<file path="config.mk">
export PLATFORM = sky130hd
export DESIGN_NAME = btb_ctrl
export DESIGN_NICKNAME = d
export VERILOG_FILES = /design/src/rtl/btb_ctrl.sv
export SDC_FILE = /design/constraint.sdc
export NUM_CORES = 1
export LEC_CHECK = 0
export CORE_MARGIN = 4
export CORE_UTILIZATION = 47
export DETAILED_ROUTE_END_ITERATION = 16
export HOLD_SLACK_MARGIN = 0.06
export PLACE_DENSITY = 0.84
export SLEW_MARGIN = 20
export SYNTH_ARGS = -nofsm -noshare
export SYNTH_HDL_FRONTEND = slang
export SYNTH_SLANG_ARGS = --single-unit
export TNS_END_PERCENT = 30
</file>
<file path="constraint.sdc">
create_clock -name clk -period 3.02 [get_ports clk]
set_input_delay 0.302 -clock clk [delete_from_list [all_inputs] [get_ports clk]]
set_output_delay 0.302 -clock clk [all_outputs]
set_load 0.03 [all_outputs]
</file>
<file path="src/rtl/btb_ctrl.sv">
// btb_ctrl: sole write port of the branch target buffer; sweeps the array to zero after reset
// or flush, then turns EX-stage branch outcomes into single entry writes.
module btb_ctrl #(
   parameter  int DEPTH = 512,
   parameter  int IDX_W = 9,
   parameter  int TAG_W = 7,
   parameter  int TGT_W = 16,
   localparam int W     = TAG_W + 2 + TGT_W
) (
   input  logic             clk,
   input  logic             rst_n,
   input  logic             flush_req,
   input  logic             upd_alloc,
   input  logic             upd_evict,
   input  logic             upd_confirm,
   input  logic             upd_strong,
   input  logic [IDX_W-1:0] upd_index,
   input  logic [TAG_W-1:0] upd_tag,
   input  logic [TGT_W-1:0] upd_target,
   output logic             mem_we,
   output logic [IDX_W-1:0] mem_waddr,
   output logic [W-1:0]     mem_wdata,
   output logic             btb_en,
   output logic             busy,
   output logic             flush_done,
   output logic [7:0]       drop_cnt
);
   typedef enum logic [1:0] {INIT, FLUSH, READY} state_t;
   state_t           state, state_nx;
   logic [IDX_W:0]   cnt, cnt_nx;
   logic             we_nx, busy_nx, done_nx, any_upd, promote;
   logic [IDX_W-1:0] waddr_nx;
   logic [W-1:0]     wdata_nx, upd_word;
   logic [7:0]       drop_nx;
   assign any_upd  = upd_alloc | upd_evict | upd_confirm;
   assign promote  = upd_confirm & ~upd_evict & ~upd_alloc;
   assign upd_word = {upd_tag, promote, 1'b1, upd_target};
   always_comb begin
      state_nx = state;
      cnt_nx   = cnt;
      we_nx    = 1'b0;
      waddr_nx = '0;
      wdata_nx = '0;
      busy_nx  = busy;
      done_nx  = 1'b0;
      drop_nx  = drop_cnt;
      if (state == READY) begin
         we_nx    = upd_evict | upd_alloc | (upd_confirm & ~upd_strong);
         waddr_nx = we_nx ? upd_index : '0;
         // a weak entry that mispredicts is invalidated rather than demoted
         wdata_nx = (!we_nx || (upd_evict && !upd_strong)) ? '0 : upd_word;
         if (flush_req) begin
            state_nx = FLUSH;
            cnt_nx   = '0;
            busy_nx  = 1'b1;
         end
      end else begin
         drop_nx = (any_upd && drop_cnt != 8'hFF) ? drop_cnt + 8'd1 : drop_cnt;
         if (flush_req) begin
            state_nx = FLUSH;
            cnt_nx   = '0;
         end else if (cnt == (IDX_W+1)'(DEPTH)) begin
            state_nx = READY;
            busy_nx  = 1'b0;
            done_nx  = 1'b1;
         end else begin
            we_nx    = 1'b1;
            waddr_nx = cnt[IDX_W-1:0];
            cnt_nx   = cnt + (IDX_W+1)'(1);
         end
      end
   end
   always_ff @(posedge clk or negedge rst_n) begin
      if (!rst_n) begin
         state      <= INIT;
         cnt        <= '0;
         mem_we     <= 1'b0;
         mem_waddr  <= '0;
         mem_wdata  <= '0;
         btb_en     <= 1'b0;
         busy       <= 1'b1;
         flush_done <= 1'b0;
         drop_cnt   <= '0;
      end else begin
         state      <= state_nx;
         cnt        <= cnt_nx;
         mem_we     <= we_nx;
         mem_waddr  <= waddr_nx;
         mem_wdata  <= wdata_nx;
         btb_en     <= ~busy_nx;
         busy       <= busy_nx;
         flush_done <= done_nx;
         drop_cnt   <= drop_nx;
      end
   end
endmodule

</file>
# Word-level counts from Yosys, hierarchy flattened
# Cells that the tools add are included.
# word_totals
register_bits,58
input_bits,39
out_inout_bits,46
# op_classes
n_addsub,2
n_eq_ne,5
muxes,24
bitwise,11
reduce_logical,9
# ops
cell,count
$mux W25,2
$mux W10,4
$mux W9,4
$add A10 B1 Y10 const B,1
$eq A10 B10 Y1 const B,1
$mux W1,10
$add A8 B1 Y8 const B,1
$mux W2,4
$ne A8 B8 Y1 const B,1
$reduce_and A2 Y1,3
$not A1 Y1,5
$ne A2 B2 Y1 const B,2
$and A1 B1 Y1,3
$or A1 B1 Y1,3
$eq A2 B2 Y1 const B,1
$logic_and A1 B1 Y1,2
$logic_not A1 Y1,2
$reduce_bool A2 Y1,1
$logic_or A1 B1 Y1,1

# Longest topological paths before layout
# Gate-level depths: netlist of the first run.
# depth
depth_word,7
mapped_depth,6
depth_no_buf,6

# Worst setup path before layout of the first run
# OpenSTA, ideal clock, no wires.
# synth_timing
path_kind,register -> register
startpoint,register drop_cnt[0]
endpoint,register drop_cnt[1]
setup_time_ns,0.125
arrival_ns,1.532
path_slack_ns,1.364
path_stages_with_launch,6
n_path_buf,0
synth_period_minus_slack_ns,1.656
cell_sequence,dfrtp_1 ha_1 nand3_1 nor2_1 nor3_1 mux2_2
# synth_between
elab_chain_len,3
elab_cells_between_ends,4
cone_classes,add/sub (1); eq/ne (1); reduce/logical (2)
# synth_rtl
element,line,text
start: declaration,26,output logic [7:0] drop_cnt
start signal: assignment,93,drop_cnt <= drop_nx;
"parallel branches: the longest is 3 deep, another holds $add A8 B1 Y8",n/a,
# Several ways; the timed one is not identified.
# A chain may end at the register's enable or synchronous reset.

# Worst setup path after layout of the first run
# layout_timing
startpoint,register state[1]
endpoint,register drop_cnt[5]
# layout_between
elab_chain_len,3
# layout_rtl
element,line,text
start: declaration,29,"state_t state, state_nx;"
start signal: assignment,85,state <= state_nx;
$eq A2 B2 Y1,47,if (state == READY) begin
$not A1 Y1 (no source line),n/a,
$reduce_and A2 Y1 (no source line),n/a,
# No other way between the ends.

==> results.py, run 1 <==
metrics = {
    "route": {
        "drc": 0,
        "wl_um": 5410,
        "number_of_violations_reported_at_the_end_of_detailed_routing_iteration_0": 118,
        "ant_nets": 0,
        "drt_pass1_iterations": 4,
        "vias": 1800,
        "wl_per_cell_um": 15.2,
        "routed_via_density": 5.07,
    },
    "pwr": {
        "pwr_density_cell_nw_per_um2": 591,
        "power.leakage_nw": 1.52,
        "max-vdd-ir-drop_uv": 288,
        "p_total_mw": 2.02,
    },
    "setup_path": {
        "critical_path_peak_fanout": 9,
        "r2r_start": "state[1]$_DFFE_PN0P_",
        "critPathRequiredTime_ps": 3230,
        "cp_max_stage_cell": "nor2b_1",
        "wp_buf_inv": 0,
        "reg2reg_depth": 4,
        "path_type_of_the_worst_setup_path": "register to register",
        "worst_path_dominant_cell_family": "simple AND/OR/NAND/NOR gates",
        "critical_path_depth": 4,
        "critPathLaunchType": "register",
        "r2r-end": "drop_cnt[5]$_DFFE_PN0P_",
        "crit_path_end_kind": "register",
        "max_stage_delay_ps": 610,
        "critical_path_arrival_ps": 2130,
        "cp_cell_sequence": "nor2b_1 -> nor3_1 -> and3_1 -> mux2_1",
        "regToRegSetupSlack_ps": 1100,
    },
    "synthesis": {
        "postSynthAreaPerCell_um2": 12.1,
        "synthesis.instances": 190,
        "synth_cell_type_count": 39,
        "syn-num-nets": 232,
        "synth-xor-area-share": 0.0304,
        "synth_async_sr_flop_share": 1.00,
        "synth_seq_area_share": 0.629,
        "synth_enable_flop_cells": 0,
        "synth.ff_latch_count": 58,
        "synth_warnings": 0,
        "synthSimpleGateAreaFrac": 0.192,
        "synth.cell_area_um2": 2310,
        "dominant_combinational_cell_family_by_area_after_synthesis": "simple AND/OR/NAND/NOR gates",
        "synth-adder-area-share": 0.0163,
        "yosys_most_used_dff": "dfrtp_1",
        "synth_compound_gate_area_share": 0.0867,
        "muxShareOfSynthArea": 0.0233,
    },
    "cells_and_area": {
        "finalNetCount": 326,
        "fin_util": 0.720,
        "final_layout_size_suffix_gt1_frac": 0.0972,
        "layoutNonFillerInstCount": 355,
        "insertedDiodeCount": 0,
        "syn_to_final_growth_pct": 48.3,
    },
    "clock_network": {
        "post_cts_resize_count": 0,
        "cts.htree.levels": 3,
        "numCtsBuffers": 9,
        "clock_sinks": 58,
        "clockRootBuffer": "clkbuf_8",
        "clk_path_buf_depth": 2,
        "cts_tree": "done",
        "clkSlewWorstSetupHoldPaths_ps": 60,
        "clock_latency_ps": 330,
        "cts_setup_buffers": 0,
        "ctsHoldBuffers": 0,
    },
    "sta": {
        "relSlewSlack": 0.403,
        "setup_total_negative_slack_ps": 0,
        "clock-skew-final_ps": 4.51,
        "setup_viol": 0,
        "maxSlewViolCount": 0,
        "unrepaired_setup_endpoints_after_global_routing": "no",
        "achievable-frequency_mhz": 520,
        "final_period_minus_worst_setup_slack_ps": 1920,
        "period_share": 0.636,
        "hold_viol_final": 0,
        "tightest_slew_ps": 896,
    },
    "floorplanning": {
        "core_um2": 4750,
        "initial_core_util": 0.486,
        "num_rows": 25,
        "die-area_um2": 6100,
        "die-width_um": 78.1,
        "io_pins": 85,
        "die_h_um": 78.1,
    },
    "hold_path": {
        "min-delay-path-class": "primary input to asynchronous set/reset pin",
    },
    "run_status": {
        "status": "finished clean",
    },
    "flow_run": {
        "number_of_max_capacitance_violations_reported": 0,
    },
    "placed_design": {
        "replace_congestion": 0.816,
        "port_buffers": 84,
        "place.detailed.hpwl_um": 3940,
        "dpl.cell_count": 340,
    },
    "global_route": {
        "grt.overflow.total": 0,
        "number_of_global_route_vias_before_repair": 1859,
        "global_route.usage.total": 0.198,
        "number_of_antenna_violations_at_the_first_check_in_global_routing": 0,
        "pin_count_of_the_biggest_net_entering_global_routing": 43,
        "grt_first_pass_wirelength_um": 9020,
    },
}
-- registers in the layout, summed over array words and instances (netlist names), named ones only --
name	count
cnt	10
state	2
mem_we	1
flush_done	1
btb_en	1
mem_waddr	9
drop_cnt	8
mem_wdata	25
-- synthesized netlist by cell type (5+ instances only) --
| master | count | area share |
|---|---|---|
| a21oi_1 | 6 | 0.013 |
| a22o_1 | 9 | 0.034 |
| and2_1 | 24 | 0.065 |
| dfrtp_1 | 57 | 0.62 |
| inv_1 | 8 | 0.013 |
| nand2_1 | 5 | 0.0081 |
| nand3_1 | 5 | 0.011 |
| nor2_1 | 14 | 0.023 |
| o21ai_0 | 5 | 0.011 |
-- cell type report --
class	instances	area, um^2
sequential	58	1450
tap	67	83.8
fill	346	1330
clock buffer	12	145
timing repair buffer	88	866
clock inverter	3	40.0
multi-input combinational	119	806
inverter	8	30.0
-- worst reg2reg max path, cell delays in order, from the launching register on --
cell and delay [ps]:
dfrtp_1 410, nor2b_1 610, nor3_1 230, and3_1 250
mux2_1 320
-- worst max-delay path by stage --
stage                                        from                      end  slack, ps
after floorplan           drop_cnt[0]$_DFFE_PN0P_  drop_cnt[1]$_DFFE_PN0P_       1360
after global placement                  upd_evict   mem_waddr[4]$_DFF_PN0_       1150
after detailed placement                upd_evict   mem_waddr[5]$_DFF_PN0_       1100
after CTS                    state[1]$_DFFE_PN0P_  drop_cnt[5]$_DFFE_PN0P_       1130
after global routing         state[1]$_DFFE_PN0P_  drop_cnt[5]$_DFFE_PN0P_        990
final                        state[1]$_DFFE_PN0P_  drop_cnt[5]$_DFFE_PN0P_       1100
-- routing by layer --
| metal | share of wire | GRT usage |
|---|---|---|
| met3 | 0.038 | 0.0367 |
| met4 | 0.031 | 0.119 |
| met2 | 0.54 | 0.349 |
| met1 | 0.39 | 0.222 |
| met5 | 0 | 0 |
-- power breakdown --
part | internal [mW] | switching (mW) | total [mW]
registers | 0.837 | 0.0759 | 0.913
logic | 0.201 | 0.231 | 0.432
clock network | 0.396 | 0.281 | 0.678
total | 1.43 | 0.589 | 2.02
-- cell families after synthesis --
logic type | Yosys count
and+or+nand+nor | 75
DFF | 58
muxes | 5
AOI/OAI and AO/OA | 28
xor gates and xnor gates | 8
adders and majority gates | 3
buffers and inverters | 13
-- layout by cell type (no fill, tap or decap), types with 3 or more instances in the layout --
cell type / count
xnor2_1: 4
a22o_1: 9
o21ai_0: 5
nand2_1: 5
ha_1: 3
buf_4: 4
inv_1: 8
a21oi_1: 6
or3_1: 3
nor2_1: 14
dfrtp_1: 57
clkbuf_8: 10
nand3_1: 5
clkdlybuf4s50_1: 83
nor3_1: 4
xor2_1: 4
nand4_1: 3
and2_1: 24
nor2b_1: 3
-- through the flow --
| step | area [um^2] | setup WS [ps] | hold WS (ps) |
|---|---|---|---|
| after global placement | 3240 | 1150 | 475 |
| after detailed placement | 3240 | 1100 | 477 |
| after CTS | 3420 | 1130 | 126 |
| after global routing | 3420 | 989 | 167 |
| after floorplan | 2310 | 1360 | 6.41 |
| final | 3420 | 1100 | 96.4 |
Power figures use the tool's default switching activity.
==> run 2: changes to the inputs <==
--- a/config.mk
+++ b/config.mk
@@ -6,10 +6,10 @@
 export NUM_CORES = 1
 export LEC_CHECK = 0
 export CORE_MARGIN = 4
-export CORE_UTILIZATION = 47
+export CORE_UTILIZATION = 40
 export DETAILED_ROUTE_END_ITERATION = 16
 export HOLD_SLACK_MARGIN = 0.06
-export PLACE_DENSITY = 0.84
+export PLACE_DENSITY = 0.76
 export SLEW_MARGIN = 20
 export SYNTH_ARGS = -nofsm -noshare
 export SYNTH_HDL_FRONTEND = slang
==> constraint.sdc (replaced) <==
create_clock -name clk -period 1.75 [get_ports clk]
set_input_delay 0.175 -clock clk [delete_from_list [all_inputs] [get_ports clk]]
set_output_delay 0.175 -clock clk [all_outputs]
set_load 0.03 [all_outputs]
==> results.py, run 2 (same netlist as run 1, synthesis figures left out) <==
metrics = {
    "floorplanning": {
        "die_h_um": 84.0,
        "die-area_um2": 7050,
        "initial_core_util": 0.417,
        "core_um2": 5540,
        "num_rows": 27,
        "die-width_um": 84.0,
        "io_pins": 85,
    },
    "pwr": {
        "pwr_density_cell_nw_per_um2": 956,
        "max-vdd-ir-drop_uv": 433,
        "power.leakage_nw": 1.52,
    },
    "sta": {
        "relSlewSlack": 0.596,
        "hold_viol_final": 0,
        "setup_total_negative_slack_ps": 0,
        "maxSlewViolCount": 0,
        "setup_viol": 0,
        "hold-worst-slack_ps": 384,
        "unrepaired_setup_endpoints_after_global_routing": "no",
        "clock-skew-final_ps": 1.91,
        "tightest_slew_ps": 604,
        "final_period_minus_worst_setup_slack_ps": 1680,
        "achievable-frequency_mhz": 594,
        "period_share": 0.963,
    },
    "placed_design": {
        "port_buffers": 84,
        "place.detailed.hpwl_um": 3520,
        "replace_congestion": 0.828,
    },
    "setup_path": {
        "r2r-end": "drop_cnt[1]$_DFFE_PN0P_",
        "r2r_start": "drop_cnt[0]$_DFFE_PN0P_",
        "cp_max_stage_cell": "clkdlybuf4s50_1",
        "crit_path_end": "busy",
        "critical_path_peak_fanout": 2,
        "critPathRequiredTime_ps": 1570,
        "wp_buf_inv": 1,
        "max_stage_delay_ps": 660,
        "path_type_of_the_worst_setup_path": "register to output port",
        "cp_cell_sequence": "clkdlybuf4s50_1",
        "worst_path_dominant_cell_family": "buffers and inverters",
        "critical_path_arrival_ps": 1510,
        "critical_path_depth": 1,
        "crit_path_end_kind": "output port",
        "critPathLaunchType": "register",
        "reg2reg_depth": 5,
        "regToRegSetupSlack_ps": 140,
    },
    "cells_and_area": {
        "layout.cells.most_common_list": "clkdlybuf4s50_1 (83), dfrtp_1 (57), and2_1 (24), nor2_1 (14), clkbuf_8 (10)",
        "final-seq-area_um2": 1450,
        "fillCellCount": 480,
        "multi_input_gate_area_in_the_final_layout_um2": 806,
        "finalNetCount": 329,
        "reg.largest.list": "mem_wdata x25, cnt x10, mem_waddr x9",
        "final_layout_size_suffix_gt1_frac": 0.0931,
        "mostFrequentLayoutCell": "clkdlybuf4s50_1",
        "syn_to_final_growth_pct": 49.3,
        "top_register": "mem_wdata",
        "insertedDiodeCount": 0,
        "largest_register_ffs": 25,
    },
    "run_status": {
        "status": "finished clean",
    },
    "clock_network": {
        "cts_setup_buffers": 0,
        "clock_latency_ps": 320,
        "cts_tree": "done",
        "clk_path_buf_depth": 2,
        "cts.htree.levels": 3,
        "numCtsBuffers": 9,
        "post_cts_resize_count": 0,
        "clockRootBuffer": "clkbuf_8",
        "clock_sinks": 58,
        "clkSlewWorstSetupHoldPaths_ps": 60,
    },
    "global_route": {
        "grt_first_pass_wirelength_um": 7860,
        "grt.overflow.total": 0,
        "number_of_antenna_violations_at_the_first_check_in_global_routing": 0,
        "global_route.usage.total": 0.144,
        "pin_count_of_the_biggest_net_entering_global_routing": 59,
        "number_of_global_route_vias_before_repair": 1712,
    },
    "route": {
        "vias": 1749,
        "wl_um": 4680,
        "wl_per_cell_um": 12.9,
        "drt_pass1_iterations": 4,
        "drc": 0,
        "ant_nets": 0,
        "routed_via_density": 4.83,
        "number_of_violations_reported_at_the_end_of_detailed_routing_iteration_0": 70,
    },
    "flow_run": {
        "number_of_max_capacitance_violations_reported": 0,
    },
    "hold_path": {
        "min-delay-path-class": "primary input to asynchronous set/reset pin",
    },
}
-- run 2: how the worst min path moves through the flow --
| stage | startpoint | to | slack, ps |
|---|---|---|---|
| detailed placement | rst_n | mem_wdata[22]$_DFF_PN0_ | 220 |
| global placement | rst_n | mem_wdata[16]$_DFF_PN0_ | 200 |
| global route | upd_target[10] | mem_wdata[10]$_DFF_PN0_ | 390 |
| floorplan | rst_n | btb_en$_DFF_PN0_ | -120 |
| finish | rst_n | mem_wdata[15]$_DFF_PN0_ | 380 |
| CTS | upd_target[5] | mem_wdata[5]$_DFF_PN0_ | 380 |
-- run 2: layout make-up --
class                           count  share of cell area
Tap cell                           72              0.0261
Sequential cell                    58               0.421
Multi-Input combinational cell    119               0.234
Inverter                            8             0.00871
Timing Repair Buffer               91               0.266
Clock buffer                       14              0.0443
-- run 2: what timing repair did --
action | in CTS | in global routing
hold buffers | 1 | 0
endpoints found under the setup margin | 0 | 0
endpoints found under the hold margin | 57 | 0
-- run 2: power by group --
part / switching, mW / internal [mW]
Combinational: 0.383 / 0.355
Clock: 0.448 / 0.539
Sequential: 0.127 / 1.44
Total: 0.957 / 2.34
-- run 2: metrics by stage --
stage | total power, mW | util | setup WS, ps | cell area [um^2] | instances
3_5_place_dp | 2.34 | 0.593 | 33.7 | 3280 | 347
5_1_grt | 3.46 | 0.622 | 12.0 | 3450 | 362
4_1_cts | 3.34 | 0.622 | 39.1 | 3450 | 362
3_3_place_gp | 2.33 | 0.593 | 96.8 | 3280 | 347
6_report | 3.30 | 0.622 | 65.3 | 3450 | 362
2_1_floorplan | 1.96 | - | 93.5 | 2310 | 190
-- run 2: metal layers --
layer | routed length [um] | vias up | part of all wire | track usage
li1 | - | 845 | - | -
met1 | 1820 | 830 | 0.39 | 0.158
met2 | 2210 | 64 | 0.47 | 0.224
met3 | 516 | 10 | 0.11 | 0.0721
met4 | 129 | 0 | 0.028 | 0.0877
met5 | 0 | - | 0 | 0
